==> src/rtl/axi_arb_pkg.sv <==
// Shared definitions for the AXI master arbitration core.
//   MSTR_IDX_W : default log2 of master count
//   ID_W       : default per-master ID width
//   rr_next()  : round-robin successor search, current grant scanned last
package axi_arb_pkg;

  localparam int MSTR_IDX_W = 2;
  localparam int ID_W       = 2;
  localparam int RR_MAX_N   = 16;
  localparam int RR_IDX_W   = $clog2(RR_MAX_N);

  // First set bit of req in the order cur+1, cur+2, ..., cur+n (mod n).
  // With no bit set the current index is returned.
  function automatic logic [31:0] rr_next(input logic [RR_MAX_N-1:0] req,
                                          input logic [31:0]         cur,
                                          input logic [31:0]         n);
    logic [31:0] nxt;
    logic [31:0] idx;
    logic        found;
    nxt   = cur;
    found = 1'b0;
    for (int unsigned i = 1; i <= RR_MAX_N; i++) begin
      if (!found && (32'(i) <= n)) begin
        idx = cur + 32'(i);
        if (idx >= n) idx = idx - n;
        if (req[idx[RR_IDX_W-1:0]]) begin
          nxt   = idx;
          found = 1'b1;
        end
      end
    end
    return nxt;
  endfunction

endpackage

==> src/rtl/axi_master_arbiter_if.sv <==
// Arbiter-facing bundle of the multi-master AXI bus.
//   slave  : arbiter view (bus/master handshakes in, selects and allows out)
//   master : surrounding logic view (drives handshakes, consumes selects)
interface axi_master_arbiter_if #(
  parameter int M_WIDTH = 2,
  parameter int M_ID    = 2
);
  localparam int N   = 2 ** M_WIDTH;
  localparam int IDW = M_ID + M_WIDTH;

  logic [N-1:0]       MASTER_WR_ADDR_VALID;
  logic [N-1:0]       MASTER_RD_ADDR_VALID;
  logic               BUS_WR_ADDR_READY;
  logic               BUS_WR_DATA_VALID;
  logic               BUS_WR_DATA_READY;
  logic               BUS_WR_DATA_LAST;
  logic [IDW-1:0]     BUS_WR_BACK_ID;
  logic               BUS_WR_BACK_VALID;
  logic               BUS_WR_BACK_READY;
  logic [IDW-1:0]     BUS_RD_BACK_ID;
  logic               BUS_RD_DATA_VALID;
  logic               BUS_RD_DATA_READY;
  logic               BUS_RD_DATA_LAST;
  logic               BUS_RD_ADDR_READY;

  logic [M_WIDTH-1:0] wr_addr_sel;
  logic [M_WIDTH-1:0] wr_data_sel;
  logic [M_WIDTH-1:0] wr_resp_sel;
  logic [M_WIDTH-1:0] rd_addr_sel;
  logic [M_WIDTH-1:0] rd_data_sel;
  logic               wr_addr_allow;
  logic               wr_data_allow;
  logic               rd_addr_allow;

  modport slave (
    input  MASTER_WR_ADDR_VALID, MASTER_RD_ADDR_VALID, BUS_WR_ADDR_READY,
           BUS_WR_DATA_VALID, BUS_WR_DATA_READY, BUS_WR_DATA_LAST,
           BUS_WR_BACK_ID, BUS_WR_BACK_VALID, BUS_WR_BACK_READY,
           BUS_RD_BACK_ID, BUS_RD_DATA_VALID, BUS_RD_DATA_READY,
           BUS_RD_DATA_LAST, BUS_RD_ADDR_READY,
    output wr_addr_sel, wr_data_sel, wr_resp_sel, rd_addr_sel, rd_data_sel,
           wr_addr_allow, wr_data_allow, rd_addr_allow
  );

  modport master (
    output MASTER_WR_ADDR_VALID, MASTER_RD_ADDR_VALID, BUS_WR_ADDR_READY,
           BUS_WR_DATA_VALID, BUS_WR_DATA_READY, BUS_WR_DATA_LAST,
           BUS_WR_BACK_ID, BUS_WR_BACK_VALID, BUS_WR_BACK_READY,
           BUS_RD_BACK_ID, BUS_RD_DATA_VALID, BUS_RD_DATA_READY,
           BUS_RD_DATA_LAST, BUS_RD_ADDR_READY,
    input  wr_addr_sel, wr_data_sel, wr_resp_sel, rd_addr_sel, rd_data_sel,
           wr_addr_allow, wr_data_allow, rd_addr_allow
  );

endinterface

==> src/rtl/axi_rr_arbiter.sv <==
// Round-robin address-channel grant register (used for AW and AR).
//   clk, rst : clock, synchronous active-high reset
//   req_i    : per-master VALID
//   hs_i     : handshake on the currently granted master this cycle
//   sel_o    : registered grant
module axi_rr_arbiter
  import axi_arb_pkg::*;
#(
  parameter  int SEL_W = 2,
  localparam int N     = 2 ** SEL_W
) (
  input  logic             clk,
  input  logic             rst,
  input  logic [N-1:0]     req_i,
  input  logic             hs_i,
  output logic [SEL_W-1:0] sel_o
);

  logic [SEL_W-1:0] sel_q, sel_d;

  // A granted master with VALID up and no handshake keeps the grant so its
  // AW/AR payload stays stable. Otherwise move on; the current grant is
  // scanned last, so it only re-wins when nobody else asks.
  always_comb begin
    sel_d = sel_q;
    if (!(req_i[sel_q] && !hs_i) && (|req_i))
      sel_d = SEL_W'(rr_next(RR_MAX_N'(req_i), 32'(sel_q), 32'(N)));
  end

  always_ff @(posedge clk) begin
    if (rst) sel_q <= '0;
    else     sel_q <= sel_d;
  end

  assign sel_o = sel_q;

endmodule

==> src/rtl/axi_master_arbiter.sv <==
// Multi-master AXI arbitration core: produces the five channel selects and
// the three allow gates consumed by the bus switch.
//   clk, rst : clock, synchronous active-high reset
//   bus      : axi_master_arbiter_if.slave -- master AW/AR VALIDs, bus
//              handshakes/IDs in; wr/rd addr/data/resp selects and
//              wr_addr/wr_data/rd_addr allows out
module axi_master_arbiter
  import axi_arb_pkg::*;
#(
  parameter int M_WIDTH        = MSTR_IDX_W,
  parameter int M_ID           = ID_W,
  parameter int WR_OUTSTANDING = 4,
  parameter int RD_OUTSTANDING = 4
) (
  input  logic                 clk,
  input  logic                 rst,
  axi_master_arbiter_if.slave  bus
);

  localparam int D   = WR_OUTSTANDING;
  localparam int PW  = (D > 1) ? $clog2(D) : 1;
  localparam int WCW = $clog2(WR_OUTSTANDING + 1);
  localparam int RCW = $clog2(RD_OUTSTANDING + 1);

  logic [M_WIDTH-1:0] aw_sel, ar_sel;
  logic               aw_hs, ar_hs, w_pop, b_hs, r_hs;
  logic               wr_allow, rd_allow;

  // ---- W order FIFO (index + wrap phase per pointer) ----
  logic [D-1:0][M_WIDTH-1:0] mem_q;
  logic [PW-1:0] wp_q, wp_d, rp_q, rp_d;
  logic          wph_q, wph_d, rph_q, rph_d;
  logic          fifo_empty, fifo_full;

  // ---- outstanding counters ----
  logic [WCW-1:0] wr_cnt_q, wr_cnt_d;
  logic [RCW-1:0] rd_cnt_q, rd_cnt_d;

  axi_rr_arbiter #(.SEL_W(M_WIDTH)) u_aw_arb (
    .clk   (clk),
    .rst   (rst),
    .req_i (bus.MASTER_WR_ADDR_VALID),
    .hs_i  (aw_hs),
    .sel_o (aw_sel)
  );

  axi_rr_arbiter #(.SEL_W(M_WIDTH)) u_ar_arb (
    .clk   (clk),
    .rst   (rst),
    .req_i (bus.MASTER_RD_ADDR_VALID),
    .hs_i  (ar_hs),
    .sel_o (ar_sel)
  );

  assign fifo_empty = (wp_q == rp_q) && (wph_q == rph_q);
  assign fifo_full  = (wp_q == rp_q) && (wph_q != rph_q);

  assign wr_allow = (wr_cnt_q < WCW'(WR_OUTSTANDING)) && !fifo_full;
  assign rd_allow = (rd_cnt_q < RCW'(RD_OUTSTANDING));

  assign aw_hs = bus.MASTER_WR_ADDR_VALID[aw_sel] & bus.BUS_WR_ADDR_READY & wr_allow;
  assign ar_hs = bus.MASTER_RD_ADDR_VALID[ar_sel] & bus.BUS_RD_ADDR_READY & rd_allow;
  // An empty FIFO never pops even if the bus misbehaves.
  assign w_pop = bus.BUS_WR_DATA_VALID & bus.BUS_WR_DATA_READY & bus.BUS_WR_DATA_LAST & !fifo_empty;
  assign b_hs  = bus.BUS_WR_BACK_VALID & bus.BUS_WR_BACK_READY;
  assign r_hs  = bus.BUS_RD_DATA_VALID & bus.BUS_RD_DATA_READY & bus.BUS_RD_DATA_LAST;

  always_comb begin
    wp_d  = wp_q;
    wph_d = wph_q;
    rp_d  = rp_q;
    rph_d = rph_q;
    if (aw_hs) begin
      if (wp_q == PW'(D - 1)) begin
        wp_d  = '0;
        wph_d = ~wph_q;
      end else begin
        wp_d  = wp_q + PW'(1);
      end
    end
    if (w_pop) begin
      if (rp_q == PW'(D - 1)) begin
        rp_d  = '0;
        rph_d = ~rph_q;
      end else begin
        rp_d  = rp_q + PW'(1);
      end
    end
  end

  always_comb begin
    wr_cnt_d = wr_cnt_q;
    if (aw_hs && !b_hs)
      wr_cnt_d = wr_cnt_q + WCW'(1);
    else if (!aw_hs && b_hs && (wr_cnt_q != '0))
      wr_cnt_d = wr_cnt_q - WCW'(1);
  end

  always_comb begin
    rd_cnt_d = rd_cnt_q;
    if (ar_hs && !r_hs)
      rd_cnt_d = rd_cnt_q + RCW'(1);
    else if (!ar_hs && r_hs && (rd_cnt_q != '0))
      rd_cnt_d = rd_cnt_q - RCW'(1);
  end

  always_ff @(posedge clk) begin
    if (rst) begin
      wp_q     <= '0;
      wph_q    <= 1'b0;
      rp_q     <= '0;
      rph_q    <= 1'b0;
      wr_cnt_q <= '0;
      rd_cnt_q <= '0;
    end else begin
      wp_q     <= wp_d;
      wph_q    <= wph_d;
      rp_q     <= rp_d;
      rph_q    <= rph_d;
      wr_cnt_q <= wr_cnt_d;
      rd_cnt_q <= rd_cnt_d;
    end
  end

  // Storage needs no reset: entries are only read behind a valid pointer.
  always_ff @(posedge clk) begin
    if (aw_hs) mem_q[wp_q] <= aw_sel;
  end

  assign bus.wr_addr_sel   = aw_sel;
  assign bus.rd_addr_sel   = ar_sel;
  assign bus.wr_data_sel   = fifo_empty ? '0 : mem_q[rp_q];
  assign bus.wr_resp_sel   = bus.BUS_WR_BACK_ID[M_ID +: M_WIDTH];
  assign bus.rd_data_sel   = bus.BUS_RD_BACK_ID[M_ID +: M_WIDTH];
  assign bus.wr_addr_allow = wr_allow;
  assign bus.wr_data_allow = !fifo_empty;
  assign bus.rd_addr_allow = rd_allow;

  // Per-master ID bits only matter to the masters themselves.
  logic unused_id_bits;
  assign unused_id_bits = ^{bus.BUS_WR_BACK_ID[M_ID-1:0], bus.BUS_RD_BACK_ID[M_ID-1:0]};

  // A response with nothing outstanding indicates a broken slave/interconnect.
  a_wr_underflow: assert property (@(posedge clk) disable iff (rst) !(b_hs && (wr_cnt_q == '0)));
  a_rd_underflow: assert property (@(posedge clk) disable iff (rst) !(r_hs && (rd_cnt_q == '0)));

endmodule

==> src/flat_wrapper.sv <==
// flat-port wrapper written by rule: the top's interface ports become plain ports
module axi_master_arbiter_flat import axi_arb_pkg::*;
#(
  parameter int M_WIDTH        = MSTR_IDX_W,
  parameter int M_ID           = ID_W,
  parameter int WR_OUTSTANDING = 4,
  parameter int RD_OUTSTANDING = 4
)
  (clk, rst, bus_MASTER_WR_ADDR_VALID, bus_MASTER_RD_ADDR_VALID, bus_BUS_WR_ADDR_READY, bus_BUS_WR_DATA_VALID, bus_BUS_WR_DATA_READY, bus_BUS_WR_DATA_LAST, bus_BUS_WR_BACK_ID, bus_BUS_WR_BACK_VALID, bus_BUS_WR_BACK_READY, bus_BUS_RD_BACK_ID, bus_BUS_RD_DATA_VALID, bus_BUS_RD_DATA_READY, bus_BUS_RD_DATA_LAST, bus_BUS_RD_ADDR_READY, bus_wr_addr_sel, bus_wr_data_sel, bus_wr_resp_sel, bus_rd_addr_sel, bus_rd_data_sel, bus_wr_addr_allow, bus_wr_data_allow, bus_rd_addr_allow);
  axi_master_arbiter_if #(.M_WIDTH(M_WIDTH), .M_ID(M_ID)) bus_i ();
  input  logic clk;
  input  logic rst;
  input wire logic [$bits(bus_i.MASTER_WR_ADDR_VALID)-1:0] bus_MASTER_WR_ADDR_VALID;
  input wire logic [$bits(bus_i.MASTER_RD_ADDR_VALID)-1:0] bus_MASTER_RD_ADDR_VALID;
  input wire logic [$bits(bus_i.BUS_WR_ADDR_READY)-1:0] bus_BUS_WR_ADDR_READY;
  input wire logic [$bits(bus_i.BUS_WR_DATA_VALID)-1:0] bus_BUS_WR_DATA_VALID;
  input wire logic [$bits(bus_i.BUS_WR_DATA_READY)-1:0] bus_BUS_WR_DATA_READY;
  input wire logic [$bits(bus_i.BUS_WR_DATA_LAST)-1:0] bus_BUS_WR_DATA_LAST;
  input wire logic [$bits(bus_i.BUS_WR_BACK_ID)-1:0] bus_BUS_WR_BACK_ID;
  input wire logic [$bits(bus_i.BUS_WR_BACK_VALID)-1:0] bus_BUS_WR_BACK_VALID;
  input wire logic [$bits(bus_i.BUS_WR_BACK_READY)-1:0] bus_BUS_WR_BACK_READY;
  input wire logic [$bits(bus_i.BUS_RD_BACK_ID)-1:0] bus_BUS_RD_BACK_ID;
  input wire logic [$bits(bus_i.BUS_RD_DATA_VALID)-1:0] bus_BUS_RD_DATA_VALID;
  input wire logic [$bits(bus_i.BUS_RD_DATA_READY)-1:0] bus_BUS_RD_DATA_READY;
  input wire logic [$bits(bus_i.BUS_RD_DATA_LAST)-1:0] bus_BUS_RD_DATA_LAST;
  input wire logic [$bits(bus_i.BUS_RD_ADDR_READY)-1:0] bus_BUS_RD_ADDR_READY;
  output wire logic [$bits(bus_i.wr_addr_sel)-1:0] bus_wr_addr_sel;
  output wire logic [$bits(bus_i.wr_data_sel)-1:0] bus_wr_data_sel;
  output wire logic [$bits(bus_i.wr_resp_sel)-1:0] bus_wr_resp_sel;
  output wire logic [$bits(bus_i.rd_addr_sel)-1:0] bus_rd_addr_sel;
  output wire logic [$bits(bus_i.rd_data_sel)-1:0] bus_rd_data_sel;
  output wire logic [$bits(bus_i.wr_addr_allow)-1:0] bus_wr_addr_allow;
  output wire logic [$bits(bus_i.wr_data_allow)-1:0] bus_wr_data_allow;
  output wire logic [$bits(bus_i.rd_addr_allow)-1:0] bus_rd_addr_allow;
  assign bus_i.MASTER_WR_ADDR_VALID = bus_MASTER_WR_ADDR_VALID;
  assign bus_i.MASTER_RD_ADDR_VALID = bus_MASTER_RD_ADDR_VALID;
  assign bus_i.BUS_WR_ADDR_READY = bus_BUS_WR_ADDR_READY;
  assign bus_i.BUS_WR_DATA_VALID = bus_BUS_WR_DATA_VALID;
  assign bus_i.BUS_WR_DATA_READY = bus_BUS_WR_DATA_READY;
  assign bus_i.BUS_WR_DATA_LAST = bus_BUS_WR_DATA_LAST;
  assign bus_i.BUS_WR_BACK_ID = bus_BUS_WR_BACK_ID;
  assign bus_i.BUS_WR_BACK_VALID = bus_BUS_WR_BACK_VALID;
  assign bus_i.BUS_WR_BACK_READY = bus_BUS_WR_BACK_READY;
  assign bus_i.BUS_RD_BACK_ID = bus_BUS_RD_BACK_ID;
  assign bus_i.BUS_RD_DATA_VALID = bus_BUS_RD_DATA_VALID;
  assign bus_i.BUS_RD_DATA_READY = bus_BUS_RD_DATA_READY;
  assign bus_i.BUS_RD_DATA_LAST = bus_BUS_RD_DATA_LAST;
  assign bus_i.BUS_RD_ADDR_READY = bus_BUS_RD_ADDR_READY;
  assign bus_wr_addr_sel = bus_i.wr_addr_sel;
  assign bus_wr_data_sel = bus_i.wr_data_sel;
  assign bus_wr_resp_sel = bus_i.wr_resp_sel;
  assign bus_rd_addr_sel = bus_i.rd_addr_sel;
  assign bus_rd_data_sel = bus_i.rd_data_sel;
  assign bus_wr_addr_allow = bus_i.wr_addr_allow;
  assign bus_wr_data_allow = bus_i.wr_data_allow;
  assign bus_rd_addr_allow = bus_i.rd_addr_allow;
  axi_master_arbiter #(.M_WIDTH(M_WIDTH), .M_ID(M_ID), .WR_OUTSTANDING(WR_OUTSTANDING), .RD_OUTSTANDING(RD_OUTSTANDING)) u_core (.clk(clk), .rst(rst), .bus(bus_i));
endmodule
==> config.mk <==
export PLATFORM = sky130hd
export DESIGN_NAME = axi_master_arbiter_flat
export DESIGN_NICKNAME = d
export VERILOG_FILES = /design/src/rtl/axi_arb_pkg.sv /design/src/rtl/axi_master_arbiter_if.sv /design/src/rtl/axi_rr_arbiter.sv /design/src/rtl/axi_master_arbiter.sv /design/src/flat_wrapper.sv
export SDC_FILE = /design/constraint.sdc
export NUM_CORES = 1
export LEC_CHECK = 0
export ABC_AREA = 1
export CORE_MARGIN = 3
export CORE_UTILIZATION = 52
export CTS_BUF_LIST = sky130_fd_sc_hd__clkbuf_4
export DETAILED_ROUTE_END_ITERATION = 16
export PLACE_DENSITY = 0.84
export SLEW_MARGIN = 20
export SYNTH_ARGS = -nofsm -noshare
export SYNTH_HDL_FRONTEND = slang
export SYNTH_SLANG_ARGS = --single-unit
==> constraint.sdc <==
create_clock -name clk -period 2.38 [get_ports clk]
set_input_delay 0.595 -clock clk [delete_from_list [all_inputs] [get_ports clk]]
set_output_delay 0.595 -clock clk [all_outputs]
set_load 0.02 [all_outputs]
==> results_dict.tcl, run 1 <==
set metrics [dict create \
    antenna_found_initial 0 \
    power_density_mw_per_mm2 1083 \
    n_antenna_cell 0 \
    clk_pin_slew_ns 0.14 \
    cp.required_ns 1.78 \
    drt-initial-drc-count 81 \
    grt_pass1_wl_um 6637 \
    routed_wl_um 3676 \
    io_pins 41 \
    setup_viol 0 \
    skew_ns 0.01188 \
    cts_sinks 24 \
    finalHoldViolations 0 \
    power_leakage_nw 1.129 \
    multiInputGateArea_mm2 0.001074 \
    ant_nets 0 \
    worst_pin_slew_ns 0.3919 \
    syn2layout_area_growth_pct 24.76 \
    synthCells 272 \
    num_rows 20 \
    syn_nets 317 \
    hold-path-cell-count 2 \
    synth_area_mm2 0.001839 \
    drive_gt1_frac 0.1154 \
    grt_remaining_overflow 0 \
    seq_area_frac_synth 0.3048 \
    slew_violations 0 \
    drv_cap 0 \
    status "completed" \
    fin_nets 358 \
    finalCriticalPeriod_ns 2.191 \
    first_pass_iters 4 \
    die_y_um 65.48 \
    place.gp.congestion 0.8855 \
    synth_area_leaders "dfxtp_1 (17%), nand2_1 (14%), edfxtp_1 (13%)" \
    drt-vias-per-instance 5.059 \
    clock_latency_ns 0.32 \
    die_w_um 65.48 \
    wire_per_inst_um 10.33 \
    power_frac_seq 0.269 \
    start_util 0.5742 \
    cts_tree "yes" \
    critPathKind "reg2out" \
    finish.utilization 0.7164 \
    cp_max_fo 8 \
    p_switching_mw 1.155 \
    pwr-share-comb 0.613 \
    max_freq_ghz 0.4564 \
    cp.arrival_ns 1.60 \
    total_power_mw 2.484 \
    reg2reg_depth 9 \
    synth_top_area_frac 0.1741 \
    port_buffers 28 \
    swShare 0.4650 \
    vias 1801 \
    start_kind "flop" \
    yosys_warnings 0 \
    fill_cells 281 \
    crit_path_end_kind "primary output" \
    ir_drop_v 0.0005690 \
    dp_hpwl_um 2947 \
    yosysTopAreaCell "dfxtp_1" \
    regArea_um2 564.3 \
    grtUsageTotal 0.1900 \
    hp-class "reg2reg" \
    p_clk_frac 0.119 \
    h-tree-depth 1 \
    clk_path_buf_depth 2 \
    grt_pass1_vias 1676 \
    grt_max_degree 15 \
    cts_root_buf "clkbuf_4" \
    relSlewSlack 0.7385 \
    p_int_mw 1.329 \
    synthDistinctLibCells 26 \
    numCtsBuffers 3 \
    syn_avg_cell_area_um2 6.762 \
    ys_ff_latch 24 \
    coreArea_mm2 0.003203 \
    dieArea_mm2 0.004287 \
    rsz0062_at_grt "false" \
    drc 0 \
    min_period_over_period 0.9206 \
    final.setup.tns_ns 0 \
]
-- cell type report --
type                            count  area share
Clock inverter                      1     0.01309
Tap cell                           44     0.02399
Clock buffer                        3    0.009815
Multi-Input combinational cell    198      0.4678
Timing Repair Buffer               42      0.1674
Inverter                           44     0.07197
Sequential cell                    24      0.2459
-- cell usage after synthesis --
| cell type | count |
|---|---|
| nand2_1 | 69 |
| inv_1 | 41 |
| nor2_1 | 29 |
| nand3_1 | 26 |
| o21ai_0 | 17 |
| dfxtp_1 | 16 |
| ha_1 | 15 |
| a21oi_1 | 14 |
| edfxtp_1 | 8 |
| nand4_1 | 7 |
| buf_4 | 4 |
| nand2_2 | 4 |
| inv_2 | 3 |
| buf_2 | 2 |
| fa_1 | 2 |
| nand3b_1 | 2 |
| nor2_4 | 2 |
| o21ai_2 | 2 |
| o22ai_1 | 2 |
| a211oi_1 | 1 |
| and3_1 | 1 |
| nand3_2 | 1 |
| nand4_2 | 1 |
| o211ai_1 | 1 |
| o21a_1 | 1 |
| o21ai_1 | 1 |
-- logic make-up (layout without fill, tap and decap cells) --
| group | Yosys count | after routing | synth area share |
|---|---|---|---|
| DFF | 24 | 24 | 0.3048 |
| buffers and inverters | 50 | 90 | 0.1116 |
| and+or+nand+nor | 142 | 142 | 0.3442 |
| adders and majority gates | 17 | 17 | 0.1238 |
| AOI/OAI and AO/OA | 39 | 39 | 0.1156 |
-- path summary, 6_finish.rpt --
kind | from | to | slack, ns
max | u_core.rp_q[0] | bus_wr_data_sel[0] | 0.19
min | u_core.rph_q | u_core.rph_q | 0.52
max reg2reg | u_core.u_ar_arb.sel_o[1] | u_core.u_ar_arb.sel_o[1] | 0.34
min reg2reg | u_core.rph_q | u_core.rph_q | 0.52
-- layout by cell type (no fill, tap or decap) --
master           synthesis  layout
a211oi_1                 1       1
a21oi_1                 14      14
and3_1                   1       1
buf_4                    4      14
bufinv_16                0       1
clkbuf_4                 0       3
clkdlybuf4s50_1          0      24
dfxtp_1                 16      13
dfxtp_2                  0       3
dlygate4sd2_1            0       3
dlymetal6s2s_1           0       1
edfxtp_1                 8       8
fa_1                     2       2
ha_1                    15      15
inv_1                   41      39
inv_2                    3       5
nand2_1                 69      69
nand2_2                  4       4
nand3_1                 26      26
nand3_2                  1       1
nand3b_1                 2       2
nand4_1                  7       7
nand4_2                  1       1
nor2_1                  29      29
nor2_4                   2       2
o211ai_1                 1       1
o21a_1                   1       1
o21ai_0                 17      17
o21ai_1                  1       1
o21ai_2                  2       2
o22ai_1                  2       2
-- stage by stage --
step           instances  instance area [µm²]  setup slack, ns  hold slack [ns]
2_1_floorplan        272                 1839           0.4084           0.4564
3_3_place_gp         350                 2225         -0.01674           0.4789
3_5_place_dp         350                 2225         -0.05380           0.4937
4_1_cts              355                 2282          0.01654           0.5135
5_1_grt              356                 2295          0.05700           0.5404
6_report             356                 2295           0.1890           0.5152
-- metal layers --
layer	share of wire	wire [µm]	GRT usage
met4	0.014	51	0.05181
met1	0.46	1691	0.2430
met5	0	0	0
met2	0.47	1710	0.3312
met3	0.061	223	0.02906
-- sequential cells by signal, summed over array words and instances (netlist names) --
signal	count
u_core.mem_q	8
u_core.wp_q	2
u_core.u_aw_arb.sel_o	2
u_core.wr_cnt_q	3
u_core.rd_cnt_q	3
u_core.u_ar_arb.sel_o	2
u_core.rph_q	1
u_core.wph_q	1
u_core.rp_q	2
-- critical path, cell delays in order (launching register included) --
cell	delay (ns)
dfxtp_2	0.44
inv_2	0.05
buf_4	0.14
o21ai_0	0.16
o22ai_1	0.09
nand2_1	0.06
inv_1	0.03
dlygate4sd2_1	0.31
-- what timing repair did --
action                                  CTS  global route
setup buffers                             1             1
resized for setup                         4             5
gates cloned                              0             0
hold buffers                              0             0
pin swaps                                 1             1
endpoints found under the setup margin    4             3
-- power groups by stage --
| stage | Combinational (mW) | Clock (mW) | Sequential, mW |
|---|---|---|---|
| after floorplan | 1.05 | 0 | 0.679 |
| after global placement | 1.45 | 0 | 0.669 |
| after detailed placement | 1.50 | 0 | 0.674 |
| after CTS | 1.51 | 0.298 | 0.664 |
| after global routing | 1.76 | 0.312 | 0.691 |
| final | 1.52 | 0.294 | 0.668 |
No activity file was read; power rests on OpenSTA's default activity.
==> run 2: changes to the inputs <==
--- a/config.mk
+++ b/config.mk
@@ -6,11 +6,10 @@
 export NUM_CORES = 1
 export LEC_CHECK = 0
 export ABC_AREA = 1
-export CORE_MARGIN = 3
-export CORE_UTILIZATION = 52
+export CORE_UTILIZATION = 30
 export CTS_BUF_LIST = sky130_fd_sc_hd__clkbuf_4
 export DETAILED_ROUTE_END_ITERATION = 16
-export PLACE_DENSITY = 0.84
+export PLACE_DENSITY = 0.54
 export SLEW_MARGIN = 20
 export SYNTH_ARGS = -nofsm -noshare
 export SYNTH_HDL_FRONTEND = slang
==> run 2 against run 1 <==
  * First-iteration DRC count increased by 26%
  * Clock-buffer cell count unchanged
  * Combinational power about the same
  * Register-to-register slack got worse by 0.02 ns
  * Maximum frequency decreased by 1.9%
  * Clock skew increased by 0.0099 ns
  * Core utilization decreased by 32 points
  * Sequential cell count unchanged
  * Global-route usage decreased by 6.5 points
  * Critical endpoint unchanged
  * Highest routed layer unchanged
==> results_dict.tcl, run 2 (synthesis gave the netlist of run 1 again) <==
set metrics [dict create \
    cp.required_ns 1.78 \
    total_power_mw 2.471 \
    die_y_um 80.30 \
    grt_max_degree 15 \
    vias 1753 \
    slew_violations 0 \
    regArea_um2 561.8 \
    cp.arrival_ns 1.64 \
    start_kind "flop" \
    routed_wl_um 3851 \
    fin_cells 389 \
    status "completed" \
    drt-initial-drc-count 102 \
    fill_cells 632 \
    die_w_um 80.30 \
    regToRegSetupSlack_ns 0.32 \
    mostFrequentLayoutCell "nand2_1" \
    start_util 0.3107 \
    p_switching_mw 1.150 \
    drc 0 \
    wire_per_inst_um 9.900 \
    hp-class "reg2reg" \
    top_register "u_core.mem_q" \
    multiInputGateArea_mm2 0.001074 \
    cp_num_cells 7 \
    rsz0062_at_grt "false" \
    p_clk_frac 0.122 \
    h-tree-depth 1 \
    finalCriticalPeriod_ns 2.233 \
    pwr-share-comb 0.620 \
    critPathTopFamily "buffers and inverters" \
    clk_pin_slew_ns 0.15 \
    cts_tree "yes" \
    io_pins 41 \
    numCtsBuffers 3 \
    setup_slack_ns 0.1468 \
    fin_nets 360 \
    reg2reg_depth 10 \
    max_freq_ghz 0.4478 \
    crit_path_end_kind "primary output" \
    ant_nets 0 \
    min_period_over_period 0.9383 \
    coreArea_mm2 0.005921 \
    skew_ns 0.02177 \
    place_inst 384 \
    place.gp.congestion 0.8333 \
    port_buffers 28 \
    cts_root_buf "clkbuf_4" \
    power_density_mw_per_mm2 1055 \
    final_cell_mix "nand2_1 (69), inv_1 (41), nor2_1 (29)" \
    syn2layout_area_growth_pct 27.35 \
    dpl_worst_slack_ns -0.02431 \
    dieArea_mm2 0.006448 \
    grt_pass1_vias 1511 \
    path_cells "buf_4 -> nand2_1 -> nand2_1 -> nand4_1 -> nand2_1 -> inv_1 -> dlygate4sd2_1" \
    relSlewSlack 0.6934 \
    cts_sinks 24 \
    worst_pin_slew_ns 0.4594 \
    cp_num_buf_inv 3 \
    r2r_start "u_core.u_ar_arb.sel_o[0]" \
    hold_path_end "u_core.wph_q" \
    fin_hold_ws_ns 0.5071 \
    clk_path_buf_depth 2 \
    ir_drop_v 0.0003547 \
    grt_pass1_wl_um 6396 \
    hold-path-cell-count 2 \
    path_common_cell "nand2_1" \
    dp_hpwl_um 3043 \
    antenna_found_initial 0 \
    first_pass_iters 4 \
    ctsHoldBuffers 0 \
    setup_viol 0 \
    cp_max_fo 4 \
    p_int_mw 1.321 \
    critPathKind "reg2out" \
    num_rows 28 \
    finalHoldViolations 0 \
    critPathSlowestCell "dfxtp_1" \
    power_leakage_nw 1.130 \
    r2r_end "u_core.u_ar_arb.sel_o[0]" \
    largest_reg_flops 8 \
    grtUsageTotal 0.1254 \
    drt-vias-per-instance 4.506 \
    swShare 0.4654 \
    power_frac_seq 0.259 \
    grt_remaining_overflow 0 \
    clock_latency_ns 0.33 \
    drive_gt1_frac 0.1083 \
    n_antenna_cell 0 \
    top_regs "u_core.mem_q x8, u_core.rd_cnt_q x3, u_core.wr_cnt_q x3" \
    final.setup.tns_ns 0 \
    drv_cap 0 \
    critPathMaxStageDelay_ns 0.41 \
    hp-start "u_core.wph_q" \
]
## run 2: cell count changes in the layout (fill, tap and decap cells not counted)
cell            change
inv_1               +2
buf_4               +2
dfxtp_2             -2
dlymetal6s2s_1      -1
dlygate4sd2_1       +1
inv_2               -2
dfxtp_1             +2
## run 2: worst max-delay path by stage
| stage | start | endpoint |
|---|---|---|
| 6_report | u_core.rp_q[0] | bus_wr_data_sel[0] |
| 5_1_grt | u_core.rp_q[0] | bus_wr_data_sel[0] |
| 4_1_cts | u_core.rp_q[0] | bus_wr_data_sel[0] |
| 3_5_place_dp | bus_MASTER_RD_ADDR_VALID[0] | u_core.rd_cnt_q[2] |
| 3_3_place_gp | bus_MASTER_RD_ADDR_VALID[3] | u_core.rd_cnt_q[1] |
| 2_1_floorplan | u_core.u_aw_arb.sel_o[0] | u_core.wr_cnt_q[2] |
## run 2: through the flow
step / instance area (µm²) / util
3_3_place_gp: 2286 / 0.3861
4_1_cts: 2333 / 0.3941
6_report: 2342 / 0.3956
5_1_grt: 2342 / 0.3956
3_5_place_dp: 2286 / 0.3861
2_1_floorplan: 1839 / -
## run 2: routing by layer
layer  GRT usage  up-vias  share of wire
li1            -      958              -
met1      0.1597      766           0.51
met2      0.2145       27           0.45
met3     0.02045        2          0.032
met4     0.03929        0         0.0088
met5           0        -              0
## run 2: final cells by class
cell class                      instances  area share
Sequential cell                        24      0.2399
Clock inverter                          1     0.01282
Clock buffer                            3    0.009615
Tap cell                               75     0.04006
Inverter                               44     0.07051
Timing Repair Buffer                   44      0.1688
Multi-Input combinational cell        198      0.4583
## run 2: power groups by stage
| stage | logic (mW) | clock network, mW | registers [mW] |
|---|---|---|---|
| after detailed placement | 1.54 | 0 | 0.650 |
| after floorplan | 1.05 | 0 | 0.679 |
| final | 1.53 | 0.301 | 0.639 |
| after CTS | 1.53 | 0.317 | 0.640 |
| after global routing | 1.75 | 0.327 | 0.661 |
| after global placement | 1.53 | 0 | 0.649 |
## run 2: worst register-to-register path, delay by kind of cell (launching register included)
family                   cells  cell delay [ns]
adder cells (fa/ha/maj)      1             0.41
flip-flops                   1             0.59
AND/OR/NAND/NOR              7             0.72
buffers and inverters        2             0.28
## run 2: repair_timing
item | 4_1_cts | 5_1_grt
pin swaps | 0 | 1
gates resized for setup | 4 | 1
hold endpoints to repair | 0 | 0
setup endpoints to repair | 4 | 2
setup buffers | 0 | 1
==> run 3: changes to the inputs <==
--- a/config.mk
+++ b/config.mk
@@ -14,3 +14,4 @@
 export SYNTH_ARGS = -nofsm -noshare
 export SYNTH_HDL_FRONTEND = slang
 export SYNTH_SLANG_ARGS = --single-unit
+export TNS_END_PERCENT = 1
==> results of run 3 <==
Final layout, timing and power as in run 2 (identical DEF).
